## src/rtl/control.sv

```systemverilog
// rtl/control.sv - multicycle RV32I control FSM: datapath selects, load enables and memory handshake
// Moore outputs come from the state; the Mealy terms are br_en, mem_offset, funct3/funct7 and opcode in DECODE.
module control (
   input  logic       clk,
   input  logic       rst,
   input  logic [6:0] opcode,
   input  logic [2:0] funct3,
   input  logic [6:0] funct7,
   input  logic       br_en,
   input  logic [1:0] mem_offset,
   input  logic       mem_resp,
   output logic [1:0] pcmux_sel,
   output logic       alumux1_sel,
   output logic [2:0] alumux2_sel,
   output logic [3:0] regfilemux_sel,
   output logic       marmux_sel,
   output logic       cmpmux_sel,
   output logic [2:0] aluop,
   output logic [2:0] cmpop,
   output logic       load_pc,
   output logic       load_ir,
   output logic       load_regfile,
   output logic       load_mar,
   output logic       load_mdr,
   output logic       load_data_out,
   output logic       mem_read,
   output logic       mem_write,
   output logic [3:0] mem_byte_enable
);

   localparam logic [6:0] OP_LUI   = 7'b0110111;
   localparam logic [6:0] OP_AUIPC = 7'b0010111;
   localparam logic [6:0] OP_JAL   = 7'b1101111;
   localparam logic [6:0] OP_JALR  = 7'b1100111;
   localparam logic [6:0] OP_BR    = 7'b1100011;
   localparam logic [6:0] OP_LOAD  = 7'b0000011;
   localparam logic [6:0] OP_STORE = 7'b0100011;
   localparam logic [6:0] OP_IMM   = 7'b0010011;
   localparam logic [6:0] OP_REG   = 7'b0110011;

   localparam logic [2:0] F3_ADD  = 3'd0;
   localparam logic [2:0] F3_SLT  = 3'd2;
   localparam logic [2:0] F3_SLTU = 3'd3;
   localparam logic [2:0] F3_SR   = 3'd5;

   localparam logic [2:0] ALU_ADD = 3'd0;
   localparam logic [2:0] ALU_SRA = 3'd2;
   localparam logic [2:0] ALU_SUB = 3'd3;

   localparam logic [2:0] CMP_BLT  = 3'd4;
   localparam logic [2:0] CMP_BLTU = 3'd6;

   typedef enum logic [3:0] {
      FETCH1, FETCH2, FETCH3, DECODE,
      IMM, REG, LUI, AUIPC, BR, JAL, JALR,
      CALC_ADDR, LD1, LD2, ST1, ST2
   } state_t;

   state_t state, state_next;

   logic alt;
   logic unused_funct7;
   assign alt           = funct7[5];
   assign unused_funct7 = ^{funct7[6], funct7[4:0]};

   always_ff @(posedge clk or posedge rst) begin
      if (rst) state <= FETCH1;
      else     state <= state_next;
   end

   always_comb begin
      state_next      = state;
      pcmux_sel       = 2'd0;
      alumux1_sel     = 1'b0;
      alumux2_sel     = 3'd0;
      regfilemux_sel  = 4'd0;
      marmux_sel      = 1'b0;
      cmpmux_sel      = 1'b0;
      aluop           = funct3;
      cmpop           = funct3;
      load_pc         = 1'b0;
      load_ir         = 1'b0;
      load_regfile    = 1'b0;
      load_mar        = 1'b0;
      load_mdr        = 1'b0;
      load_data_out   = 1'b0;
      mem_read        = 1'b0;
      mem_write       = 1'b0;
      mem_byte_enable = 4'b1111;

      // Outputs stay at defaults while reset is held so a pending request drops at once.
      if (!rst) begin
         case (state)
            FETCH1: begin
               load_mar   = 1'b1;
               state_next = FETCH2;
            end
            FETCH2: begin
               mem_read = 1'b1;
               load_mdr = 1'b1;
               if (mem_resp) state_next = FETCH3;
            end
            FETCH3: begin
               load_ir    = 1'b1;
               state_next = DECODE;
            end
            DECODE: begin
               case (opcode)
                  OP_IMM:   state_next = IMM;
                  OP_REG:   state_next = REG;
                  OP_LUI:   state_next = LUI;
                  OP_AUIPC: state_next = AUIPC;
                  OP_BR:    state_next = BR;
                  OP_JAL:   state_next = JAL;
                  OP_JALR:  state_next = JALR;
                  OP_LOAD,
                  OP_STORE: state_next = CALC_ADDR;
                  default: begin
                     load_pc    = 1'b1;
                     state_next = FETCH1;
                  end
               endcase
            end
            IMM: begin
               load_regfile = 1'b1;
               load_pc      = 1'b1;
               if (funct3 == F3_SLT || funct3 == F3_SLTU) begin
                  cmpmux_sel     = 1'b1;
                  cmpop          = (funct3 == F3_SLT) ? CMP_BLT : CMP_BLTU;
                  regfilemux_sel = 4'd1;
               end else if (funct3 == F3_SR && alt) begin
                  aluop = ALU_SRA;
               end
               state_next = FETCH1;
            end
            REG: begin
               load_regfile = 1'b1;
               load_pc      = 1'b1;
               alumux2_sel  = 3'd5;
               if (funct3 == F3_SLT || funct3 == F3_SLTU) begin
                  cmpop          = (funct3 == F3_SLT) ? CMP_BLT : CMP_BLTU;
                  regfilemux_sel = 4'd1;
               end else if (funct3 == F3_ADD && alt) begin
                  aluop = ALU_SUB;
               end else if (funct3 == F3_SR && alt) begin
                  aluop = ALU_SRA;
               end
               state_next = FETCH1;
            end
            LUI: begin
               regfilemux_sel = 4'd2;
               load_regfile   = 1'b1;
               load_pc        = 1'b1;
               state_next     = FETCH1;
            end
            AUIPC: begin
               alumux1_sel  = 1'b1;
               alumux2_sel  = 3'd1;
               aluop        = ALU_ADD;
               load_regfile = 1'b1;
               load_pc      = 1'b1;
               state_next   = FETCH1;
            end
            BR: begin
               alumux1_sel = 1'b1;
               alumux2_sel = 3'd2;
               aluop       = ALU_ADD;
               pcmux_sel   = br_en ? 2'd1 : 2'd0;
               load_pc     = 1'b1;
               state_next  = FETCH1;
            end
            JAL: begin
               regfilemux_sel = 4'd4;
               load_regfile   = 1'b1;
               alumux1_sel    = 1'b1;
               alumux2_sel    = 3'd4;
               aluop          = ALU_ADD;
               pcmux_sel      = 2'd1;
               load_pc        = 1'b1;
               state_next     = FETCH1;
            end
            JALR: begin
               // pc_plus4 is still the old PC here; regfile and PC load on the same edge.
               regfilemux_sel = 4'd4;
               load_regfile   = 1'b1;
               aluop          = ALU_ADD;
               pcmux_sel      = 2'd2;
               load_pc        = 1'b1;
               state_next     = FETCH1;
            end
            CALC_ADDR: begin
               aluop      = ALU_ADD;
               marmux_sel = 1'b1;
               load_mar   = 1'b1;
               if (opcode == OP_STORE) begin
                  alumux2_sel   = 3'd3;
                  load_data_out = 1'b1;
                  state_next    = ST1;
               end else begin
                  state_next = LD1;
               end
            end
            LD1: begin
               mem_read = 1'b1;
               load_mdr = 1'b1;
               aluop    = ALU_ADD;
               if (mem_resp) state_next = LD2;
            end
            LD2: begin
               aluop        = ALU_ADD;
               load_regfile = 1'b1;
               load_pc      = 1'b1;
               case (funct3)
                  3'd0:    regfilemux_sel = 4'd5;
                  3'd1:    regfilemux_sel = 4'd7;
                  3'd4:    regfilemux_sel = 4'd6;
                  3'd5:    regfilemux_sel = 4'd8;
                  default: regfilemux_sel = 4'd3;
               endcase
               state_next = FETCH1;
            end
            ST1: begin
               mem_write   = 1'b1;
               alumux2_sel = 3'd3;
               aluop       = ALU_ADD;
               case (funct3)
                  3'd0:    mem_byte_enable = 4'b0001 << mem_offset;
                  3'd1:    mem_byte_enable = 4'b0011 << mem_offset;
                  default: mem_byte_enable = 4'b1111;
               endcase
               if (mem_resp) state_next = ST2;
            end
            ST2: begin
               load_pc    = 1'b1;
               state_next = FETCH1;
            end
            default: state_next = FETCH1;
         endcase
      end
   end

endmodule

```

## config.mk

```make
export PLATFORM = sky130hd
export DESIGN_NAME = control
export DESIGN_NICKNAME = d
export VERILOG_FILES = /design/src/rtl/control.sv
export SDC_FILE = /design/constraint.sdc
export NUM_CORES = 1
export LEC_CHECK = 0
export ABC_AREA = 1
export BUFFER_PORTS_ARGS = -buffer_cell sky130_fd_sc_hd__buf_2
export CAP_MARGIN = 20
export CORE_MARGIN = 10
export CORE_UTILIZATION = 47
export DETAILED_ROUTE_END_ITERATION = 10
export HOLD_SLACK_MARGIN = 0.05
export PLACE_DENSITY = 0.89
export SYNTH_ARGS = -nofsm -noshare
export SYNTH_HDL_FRONTEND = slang
export SYNTH_SLANG_ARGS = --single-unit
export TNS_END_PERCENT = 1
```

## constraint.sdc

```tcl
create_clock -name clk -period 3 [get_ports clk]
set_clock_uncertainty 0.05 [all_clocks]
set_input_delay 0.6 -clock clk [delete_from_list [all_inputs] [get_ports clk]]
set_output_delay 0.6 -clock clk [all_outputs]
set_load 0.005 [all_outputs]
```

# == Yosys cells after proc, flatten, opt, wreduce, memory -nomap -nowiden ==
# Cells that the tools add are included.
# op_classes
n_reduce_logical,16
n_shift,2
mux,52
n_eq_ne,32
n_bitwise,1
# ops
op,count
$pmux 4 s8,2
$eq 4x4->1 const B,8
$pmux 4 s4,2
$mux 3,9
$mux 1,24
$mux 4,6
$eq 7x6->1 const B,3
$eq 7x7->1 const B,3
$pmux 3 s6,1
$reduce_or 9->1,2
$eq 4x3->1 const B,4
$eq 7x5->1 const B,2
$reduce_or 2->1,5
$pmux 3 s3,1
$eq 4x2->1 const B,2
$mux 2,4
$pmux 4 s2,1
$reduce_or 8->1,1
$eq 7x2->1 const B,1
$reduce_or 7->1,1
$eq 3x2->1 const B,2
$eq 3x3->1 const B,2
$ne 2x2->1 const B,3
$pmux 2 s3,1
12 further kinds,13
# word_totals
word_cells,104
output_inout_bits,30
inputBits,23
ff_bits,4

# == Depth between registers and ports, before layout ==
# Gate-level depths: netlist of the first run.
# depth
depth_word,7
mapped_depth,9

# == Worst setup path before layout of the first run ==
# OpenSTA, ideal clock, no wires.
# synth_timing
path_type,input-to-output
from,input funct3[0]
to,output cmpmux_sel
slack_ns,0.964
t_arrival_ns,1.386
required_ns,2.350
path_buffers,1
cell_stages,6
cell_sequence,buf_2 inv_1 nand2_1 a21oi_1 nand3_1 nor2_1
# synth_via
elab_chain_cells,5
word_cells_on_any_way,6
classes_between,2 x eq/ne; 3 x mux; 1 x reduce/logical
# synth_rtl
item,line,text
start: declaration,7,"input logic [2:0] funct3,"
$eq 3x2->1,127,if (funct3 == F3_SLT || funct3 == F3_SLTU) begin
$logic_or 1x1->1 (*),127,
$mux 1 (*),127,
$mux 1 (*),93,case (state)
$mux 1 (*),92,if (!rst) begin
end: declaration,17,"output logic cmpmux_sel,"
# Mark *: on every way between the ends. The rest lies on a longest branch, timed or not.

# == Worst setup path after layout of the first run ==
# layout_timing
from,input rst
to,output aluop[0]
# layout_via
elab_chain_cells,1
# layout_rtl
item,line,text
start: declaration,5,"input logic rst,"
$mux 3,92,
end: declaration,18,"output logic [2:0] aluop,"
# No other way between the ends.

==> results_dict.tcl, run 1 <==
set metrics [dict create \
    grt_pass1_vias 1221 \
    finalSetupTns_ns 0 \
    totalWireLength_um 2788 \
    syn_inst 194 \
    avgSynthCellArea_um2 4.805 \
    ir_worst_vdd_mv 0.3117 \
    hold_buffers 0 \
    finalNonFillerCells 267 \
    gp_congestion 0.8346 \
    r2r_start "state[3]$_DFFE_PP0P_" \
    finalPower_mw 0.4134 \
    rsz0062_at_grt "false" \
    reg_top3 "state: 4 flops" \
    diodes 0 \
    post-route-min-period_ns 2.461 \
    final-setup-viol-count 0 \
    grt_overflow 0 \
    timing.rr.end "state[0]$_DFFE_PP0P_" \
    h-tree-depth 1 \
    yosys_warnings 0 \
    yosysSeqAreaShare 0.1074 \
    netlist_area_um2 932.1 \
    postRouteAntennaNets 0 \
    ios 53 \
    place_hpwl_um 2379 \
    core_um2 1922 \
    cp_max_fo 15 \
    synth-seq-cells 4 \
    grt_max_degree 16 \
    wl_per_cell_um 10.44 \
    path_clk_slew_ns 0.04 \
    layout_common_cells "nand2_1 (63), buf_2 (46), nor2_1 (35)" \
    cp.arrival_ns 1.81 \
    root_buffer "clkbuf_4" \
    die_area_um2 4165 \
    vias_per_cell 4.936 \
    cts_tree "done" \
    synth_top_area_share 0.2537 \
    synth_area_leaders "nand2_1 (25%), nor2_1 (14%), inv_1 (12%), dfrtp_1 (11%), a21oi_1 (8.1%)" \
    worst_ep_required_time_ns 2.35 \
    synth_top_area_cell "nand2_1" \
    largest_register "state" \
    nFillCells 227 \
    drc 0 \
    cts_buffers 3 \
    drv_cap 0 \
    grt_util_all_layers 0.1314 \
    grt_pass1_wl_um 4892 \
    fin_ws_ns 0.5387 \
    whs_ns 0.3792 \
    ff2ff_path_depth 8 \
    max_freq_mhz 406.3 \
    outcome "completed" \
    insertion_delay_ns 0.23 \
    firstDrtPassIters 4 \
    drtIter0Drc 69 \
    leakagePower_nw 0.7507 \
    crit_path_end_kind "output pin" \
    syn_nets 217 \
    syn_to_final_growth_pct 28.99 \
    min_period_over_period 0.8204 \
    post_cts_resized 0 \
    die_w_um 64.54 \
    hp-class "input port to async pin" \
    crit_type "input port to output pin" \
    yosysUniqueCellTypes 23 \
    clk_path_buf_depth 2 \
    largest_reg_flops 4 \
    drive_gt1_frac 0.2375 \
    mostFrequentLayoutCell "nand2_1" \
    cts_setup_buffers 0 \
    max_slew.worst_pin.slew_ns 0.3716 \
    post-place-ws_ns 0.5328 \
    fp-row-count 16 \
    initial_core_util 0.4850 \
    num_vias 1318 \
    antenna_found_initial 0 \
    maxSlewViolCount 0 \
    powerDensity_nw_per_um2 343.8 \
    port_buffers 46 \
    hold_viol 0 \
    critPathLaunchType "input port" \
    nNetsFinal 265 \
    dpl.cell_count 264 \
    clock-sinks 4 \
    fp.dieH_um 64.54 \
    reg2reg_slack_ns 1.49 \
    relSlewSlack 0.7507 \
]
==> stage by stage <==
stage	instance area (µm²)	util
final	1202	0.6257
after floorplan	932.1	-
after global placement	1180	0.6139
after detailed placement	1180	0.6139
after global routing	1202	0.6257
after CTS	1202	0.6257
==> report_power, final <==
part	leakage, nW	total [mW]	switching [mW]	internal (mW)
Sequential	0.0520	0.0937	0.0263	0.0674
Combinational	0.685	0.256	0.170	0.0859
Clock	0.0138	0.0639	0.0193	0.0446
Total	0.751	0.413	0.216	0.198
==> layout make-up <==
| class | instances | area (µm²) | area share |
|---|---|---|---|
| clock buffers | 3 | 22.52 | 0.01873 |
| inverters | 33 | 123.9 | 0.1030 |
| multi-input cells | 154 | 691.9 | 0.5754 |
| flip-flops and latches | 4 | 100.1 | 0.08325 |
| well taps | 27 | 33.78 | 0.02810 |
| repair buffers | 46 | 230.2 | 0.1915 |
==> cells by family (layout without fill, tap and decap cells) <==
family	count (synthesis)	in the layout	share of synthesized area
AND/OR/NAND/NOR	121	121	0.5544
AO/OA/AOI/OAI	33	33	0.1879
buffers and inverters	36	82	0.1503
flip-flops	4	4	0.1074
==> critical path, stage by stage <==
cell and delay [ns]:
buf_2 0.24, clkinv_1 0.39, nand2_1 0.21, inv_1 0.09
nand2_1 0.06, nor2_1 0.03, nor2_1 0.07, buf_2 0.11
==> cell usage after synthesis, drive strengths merged <==
cell type,count
o21ai,14
inv,32
nand4,4
clkbuf,1
and3,1
buf,2
a21oi,15
clkinv,1
nor2,37
nor4,1
o21a,1
nor3,3
dfrtp,4
o211ai,2
nand3,10
nand2,65
o21bai,1
==> per-layer routing <==
layer,vias to the layer above,GRT usage,share of wire
met3,0,0.03780,0.089
met5,-,0,0
met4,0,0.03209,0
met1,577,0.1497,0.43
li1,703,-,-
met2,38,0.2340,0.48
==> how the worst max path moves through the flow <==
stage                         start          to  cells after the start
after detailed placement        rst    aluop[0]                      8
after floorplan           funct3[0]  cmpmux_sel                      6
after global routing            rst    aluop[0]                      8
after CTS                       rst    aluop[0]                      8
after global placement          rst    aluop[0]                      8
final                           rst    aluop[0]                      8
No activity file was read; power rests on OpenSTA's default activity.
==> run 2, diff against run 1 <==
- ABC_AREA: 1 -> 0
- CORE_UTILIZATION: 47 -> 46
- PLACE_DENSITY: 0.89 -> 0.84
- clock period: 3 -> 2.54 ns (I/O delays scaled with it)
==> run 2 against run 1 <==
  * Sequential power increased by 18%
  * Highest routed layer is now met4
  * Global-route usage increased by 1.4 points
  * Sequential share of layout area fell by 1.2 points
==> results_dict.tcl, run 2 <==
set metrics [dict create \
    post-place-ws_ns 0.05572 \
    crit_type "register to output pin" \
    grt_max_degree 29 \
    syn_to_final_growth_pct 31.88 \
    synth-seq-cells 4 \
    yosys_warnings 0 \
    clock-sinks 4 \
    crit_path_end_kind "output pin" \
    drive_gt1_frac 0.3645 \
    power_frac_seq 0.156 \
    power.net_switching_mw 0.3469 \
    ios 53 \
    p_clk_frac 0.113 \
    finalSetupTns_ns 0 \
    yosysMostFrequentCell "a21oi_1" \
    path_clk_slew_ns 0.04 \
    synthTopCellsByCount "a21oi_1 (17), nor2_1 (15), nand2_1 (13)" \
    seq_area_um2 102.6 \
    combPwrFrac 0.732 \
    die_area_um2 4708 \
    yosysUniqueCellTypes 51 \
    insertion_delay_ns 0.24 \
    cp_max_fo 8 \
    reg_top3 "state: 4 flops" \
    totalWireLength_um 3542 \
    avgSynthCellArea_um2 6.434 \
    yosys_most_used_dff "dfrtp_1" \
    whs_ns 0.2325 \
    cts_tree "done" \
    relSlewSlack 0.6684 \
    num_vias 1391 \
    drv_cap 0 \
    firstDrtPassIters 4 \
    startpoint "state[2]$_DFFE_PP0P_" \
    ff2ff_path_depth 5 \
    rsz0062_at_grt "true" \
    diodes 0 \
    outcome "completed" \
    postRouteAntennaNets 0 \
    gp_congestion 0.9255 \
    core_um2 2233 \
    drc 0 \
    antenna_found_initial 0 \
    hold_viol 0 \
    fin_ws_ns 0.02403 \
    min_period_over_period 0.9905 \
    synth_area_leaders "dfrtp_1 (9.2%), a21oi_1 (7.8%), nor2_1 (5.2%), nand2_1 (4.5%), nor3_1 (4.1%)" \
    fp-row-count 17 \
    maxSlewViolCount 0 \
    cp-endpoint "aluop[1]" \
    cts_setup_buffers 0 \
    nNetsFinal 239 \
    max_slew.worst_pin.slew_ns 0.4911 \
    root_buffer "clkbuf_4" \
    drtIter0Drc 89 \
    initial_core_util 0.4868 \
    grt_overflow 0 \
    synthArstFlopShare 1.000 \
    h-tree-depth 1 \
    p_int_mw 0.3654 \
    synth_top_area_cell "dfrtp_1" \
    grt_pass1_vias 1275 \
    layout_common_cells "buf_2 (46), a21oi_1 (17), nor2_1 (15)" \
    nFillCells 226 \
    synth_edf_count 0 \
    largest_reg_flops 4 \
    grt_pass1_wl_um 5540 \
    mostFrequentLayoutCell "buf_2" \
    wl_per_cell_um 14.64 \
    final_util 0.6420 \
    hold_buffers 0 \
    yosysSeqAreaShare 0.09206 \
    clk_path_buf_depth 2 \
    cp.arrival_ns 1.96 \
    port_buffers 46 \
    r2r_start "state[3]$_DFFE_PP0P_" \
    worst_ep_required_time_ns 1.98 \
    largest_register "state" \
    multi_input_area_um2 899.6 \
    max_freq_mhz 397.5 \
    syn_nets 192 \
    cts_buffers 3 \
    vias_per_cell 5.748 \
    timing.rr.end "state[1]$_DFFE_PP0P_" \
    place_hpwl_um 2693 \
    critPathLaunchType "register" \
    swShare 0.4870 \
    finalPower_mw 0.7123 \
    hp-class "input port to async pin" \
    syn_inst 169 \
    fp.dieH_um 68.62 \
    powerDensity_nw_per_um2 496.8 \
    ir_worst_vdd_mv 0.4048 \
    netlist_area_um2 1087 \
    reg2reg_slack_ns 0.59 \
    final-setup-viol-count 0 \
    grt_util_all_layers 0.1452 \
    die_w_um 68.62 \
    leakagePower_nw 0.6202 \
    post-route-min-period_ns 2.516 \
    synth_top_area_share 0.09206 \
]
run 2: changes by cell type in the layout (fill, tap and decap cells not counted), sizes merged, moves of 5 or more:
cell	delta
inv	-26
nor4	+5
nor2b	+5
buf	+14
nor2	-21
nand2	-52
o21ai	-5
nand3	-6
nor3	+6
nand2b	+7
run 2: kinds of logic after synthesis:
logic type / count (synthesis) / share of synthesized area
XOR/XNOR: 4 / 0.03223
flip-flops: 4 / 0.09206
buffers and inverters: 24 / 0.09550
AO/OA/AOI/OAI: 52 / 0.3268
AND/OR/NAND/NOR: 85 / 0.4534
run 2: final cells by class:
| type | count | area share |
|---|---|---|
| clock buffers | 3 | 0.01571 |
| flip-flops and latches | 4 | 0.07155 |
| inverters | 6 | 0.01571 |
| well taps | 28 | 0.02443 |
| multi-input cells | 141 | 0.6274 |
| repair buffers | 60 | 0.2452 |
run 2: worst min path at each step:
stage	cells past startpoint	start	to	slack, ns
2_1_floorplan	2	rst	state[0]$_DFFE_PP0P_	0.42
3_3_place_gp	3	rst	state[3]$_DFFE_PP0P_	0.47
3_5_place_dp	3	rst	state[0]$_DFFE_PP0P_	0.48
4_1_cts	3	rst	state[3]$_DFFE_PP0P_	0.23
5_1_grt	3	rst	state[1]$_DFFE_PP0P_	0.25
6_report	3	rst	state[0]$_DFFE_PP0P_	0.23
run 2: layer usage:
layer	part of all wire	global-route usage	vias up
li1	-	-	707
met1	0.41	0.1560	636
met2	0.51	0.2742	44
met3	0.074	0.03060	4
met4	0.0093	0.04523	0
met5	0	0	-
run 2: repair_timing:
action,4_1_cts,5_1_grt
pin swaps,0,0
endpoints found under the setup margin,1,9
resized for setup,2,6
run 2: worst max-delay path, cell delays in order, from the launching register on:
cell	delay [ns]
dfrtp_2	0.42
nand2_1	0.11
or4b_1	0.52
a2111oi_2	0.40
a2bb2oi_2	0.15
buf_2	0.11
run 2: power by group through the flow:
stage          clock [mW]  sequential, mW  combinational [mW]
6_report           0.0804           0.111               0.521
3_3_place_gp            0           0.106               0.501
5_1_grt            0.0849           0.114               0.581
4_1_cts            0.0802           0.110               0.511
3_5_place_dp            0           0.107               0.505
2_1_floorplan           0           0.101               0.364
run 2: stage by stage:
stage | instances | cell area (µm²)
floorplan | 169 | 1087
global placement | 239 | 1389
detailed placement | 239 | 1389
CTS | 242 | 1414
global route | 242 | 1434
finish | 242 | 1434
==> run 3, diff against run 2 <==
- ABC_AREA: 0 -> 1
- CORE_UTILIZATION: 46 -> 44
- GPL_ROUTABILITY_DRIVEN: not set -> 0
==> run 3 against run 2 <==
  * Register-to-register slack better by 0.40 ns
  * Routed wire length decreased by 16%
  * Global-route usage down 1.8 points
  * Critical path type unchanged
  * Critical endpoint is now mem_byte_enable[1]
  * Largest cell class unchanged
  * Largest power group unchanged
  * Highest routed layer is now met3
==> results_dict.tcl, run 3 (same netlist as run 1, synthesis figures left out) <==
set metrics [dict create \
    outcome "completed" \
    drive_gt1_frac 0.2407 \
    crit_path_end_kind "output pin" \
    drc 0 \
    die_w_um 66.03 \
    min_period_over_period 0.9015 \
    leakagePower_nw 0.7555 \
    vias_per_cell 5.026 \
    final-setup-viol-count 0 \
    fp.dieH_um 66.03 \
    largest_register "state" \
    post_cts_resized 0 \
    cts_tree "done" \
    place_hpwl_um 2502 \
    ios 53 \
    nFillCells 229 \
    num_vias 1347 \
    clock-sinks 4 \
    antenna_found_initial 0 \
    post-route-cell-area_um2 1210 \
    drv_cap 0 \
    max_slew.worst_pin.slew_ns 0.3599 \
    grt_overflow 0 \
    grt_pass1_wl_um 4705 \
    reg_top3 "state: 4 flops" \
    mostFrequentLayoutCell "nand2_1" \
    fp-row-count 16 \
    grt_max_degree 16 \
    firstDrtPassIters 4 \
    relSlewSlack 0.7580 \
    finalSetupTns_ns 0 \
    root_buffer "clkbuf_4" \
    cts_buffers 3 \
    hold_buffers 0 \
    hold_viol 0 \
    core_um2 1982 \
    grt_pass1_vias 1135 \
    initial_core_util 0.4703 \
    syn_to_final_growth_pct 29.80 \
    postRouteAntennaNets 0 \
    diodes 0 \
    cts_setup_buffers 0 \
    nNetsFinal 266 \
    post-route-min-period_ns 2.290 \
    maxSlewViolCount 0 \
    wl_per_cell_um 11.04 \
    grt_util_all_layers 0.1267 \
    path_clk_slew_ns 0.04 \
    max_freq_mhz 436.7 \
    drtIter0Drc 64 \
    clk_path_buf_depth 2 \
    largest_reg_flops 4 \
    port_buffers 46 \
    totalWireLength_um 2960 \
    worst_ep_required_time_ns 1.98 \
    powerDensity_nw_per_um2 405.3 \
    layout_common_cells "nand2_1 (63), buf_2 (46), nor2_1 (35)" \
    critPathLaunchType "register" \
    cp.arrival_ns 1.73 \
    cp_max_fo 7 \
    placed_area_um2 1187 \
    die_area_um2 4359 \
    insertion_delay_ns 0.23 \
    rsz0062_at_grt "false" \
    h-tree-depth 1 \
    crit_type "register to output pin" \
    ir_worst_vdd_mv 0.5019 \
    hp-class "input port to async pin" \
]
## run 3: changes by cell type in the layout (fill, tap and decap cells not counted), moves of 11 or more
cell	delta
nand2_1	+50
nor2_1	+20
buf_4	-11
inv_1	+23
## run 3: layout make-up
type / count / area, µm² / area share
sequential: 4 / 100.1 / 0.08273
clock buffer: 3 / 22.52 / 0.01861
tap: 27 / 33.78 / 0.02792
multi-input combinational: 154 / 691.9 / 0.5719
timing repair buffer: 47 / 237.7 / 0.1965
inverter: 33 / 123.9 / 0.1024
## run 3: metal layers
layer | routed length (µm) | vias up | part of all wire | track usage
met3 | 259 | 0 | 0.088 | 0.03051
li1 | - | 708 | - | -
met2 | 1439 | 58 | 0.49 | 0.2307
met4 | 0 | 0 | 0 | 0.03141
met5 | 0 | - | 0 | 0
met1 | 1261 | 581 | 0.43 | 0.1431
## run 3: critical path: stages (launching register included)
cell and delay, ns:
dfrtp_1 0.45, inv_2 0.16, nand2_1 0.09, inv_2 0.10, nand2_1 0.08, nor4_2 0.34
o21ai_0 0.13, buf_2 0.15
## run 3: worst paths after layout
| path | startpoint | endpoint | slack [ns] | cells past startpoint |
|---|---|---|---|---|
| min in group clk | state[3]$_DFFE_PP0P_ | state[3]$_DFFE_PP0P_ | 0.59 | 2 |
| max in group asynchronous | rst | state[1]$_DFFE_PP0P_ | 1.90 | 3 |
| hold / removal | rst | state[3]$_DFFE_PP0P_ | 0.42 | 3 |
| setup reg to reg | state[3]$_DFFE_PP0P_ | state[3]$_DFFE_PP0P_ | 0.99 | 8 |
| setup / recovery | state[0]$_DFFE_PP0P_ | mem_byte_enable[1] | 0.25 | 7 |
| hold reg to reg | state[3]$_DFFE_PP0P_ | state[3]$_DFFE_PP0P_ | 0.59 | 2 |
## run 3: per-stage QoR
step,instances,hold slack [ns],worst slack (ns),power (mW),util
finish,268,0.4168,0.2501,0.4903,0.6105
global route,268,0.4464,0.08408,0.5528,0.6105
CTS,268,0.3997,0.2453,0.4938,0.6105
detailed placement,265,0.5745,0.4035,0.4123,0.5991
global placement,265,0.5722,0.4020,0.4110,0.5991
floorplan,194,0.2550,0.6881,0.3217,-
## run 3: power by group
part	switching (mW)	internal [mW]	total, mW
clock network	0.0234	0.0527	0.0760
logic	0.199	0.102	0.302
registers	0.0332	0.0796	0.113
total	0.256	0.235	0.490
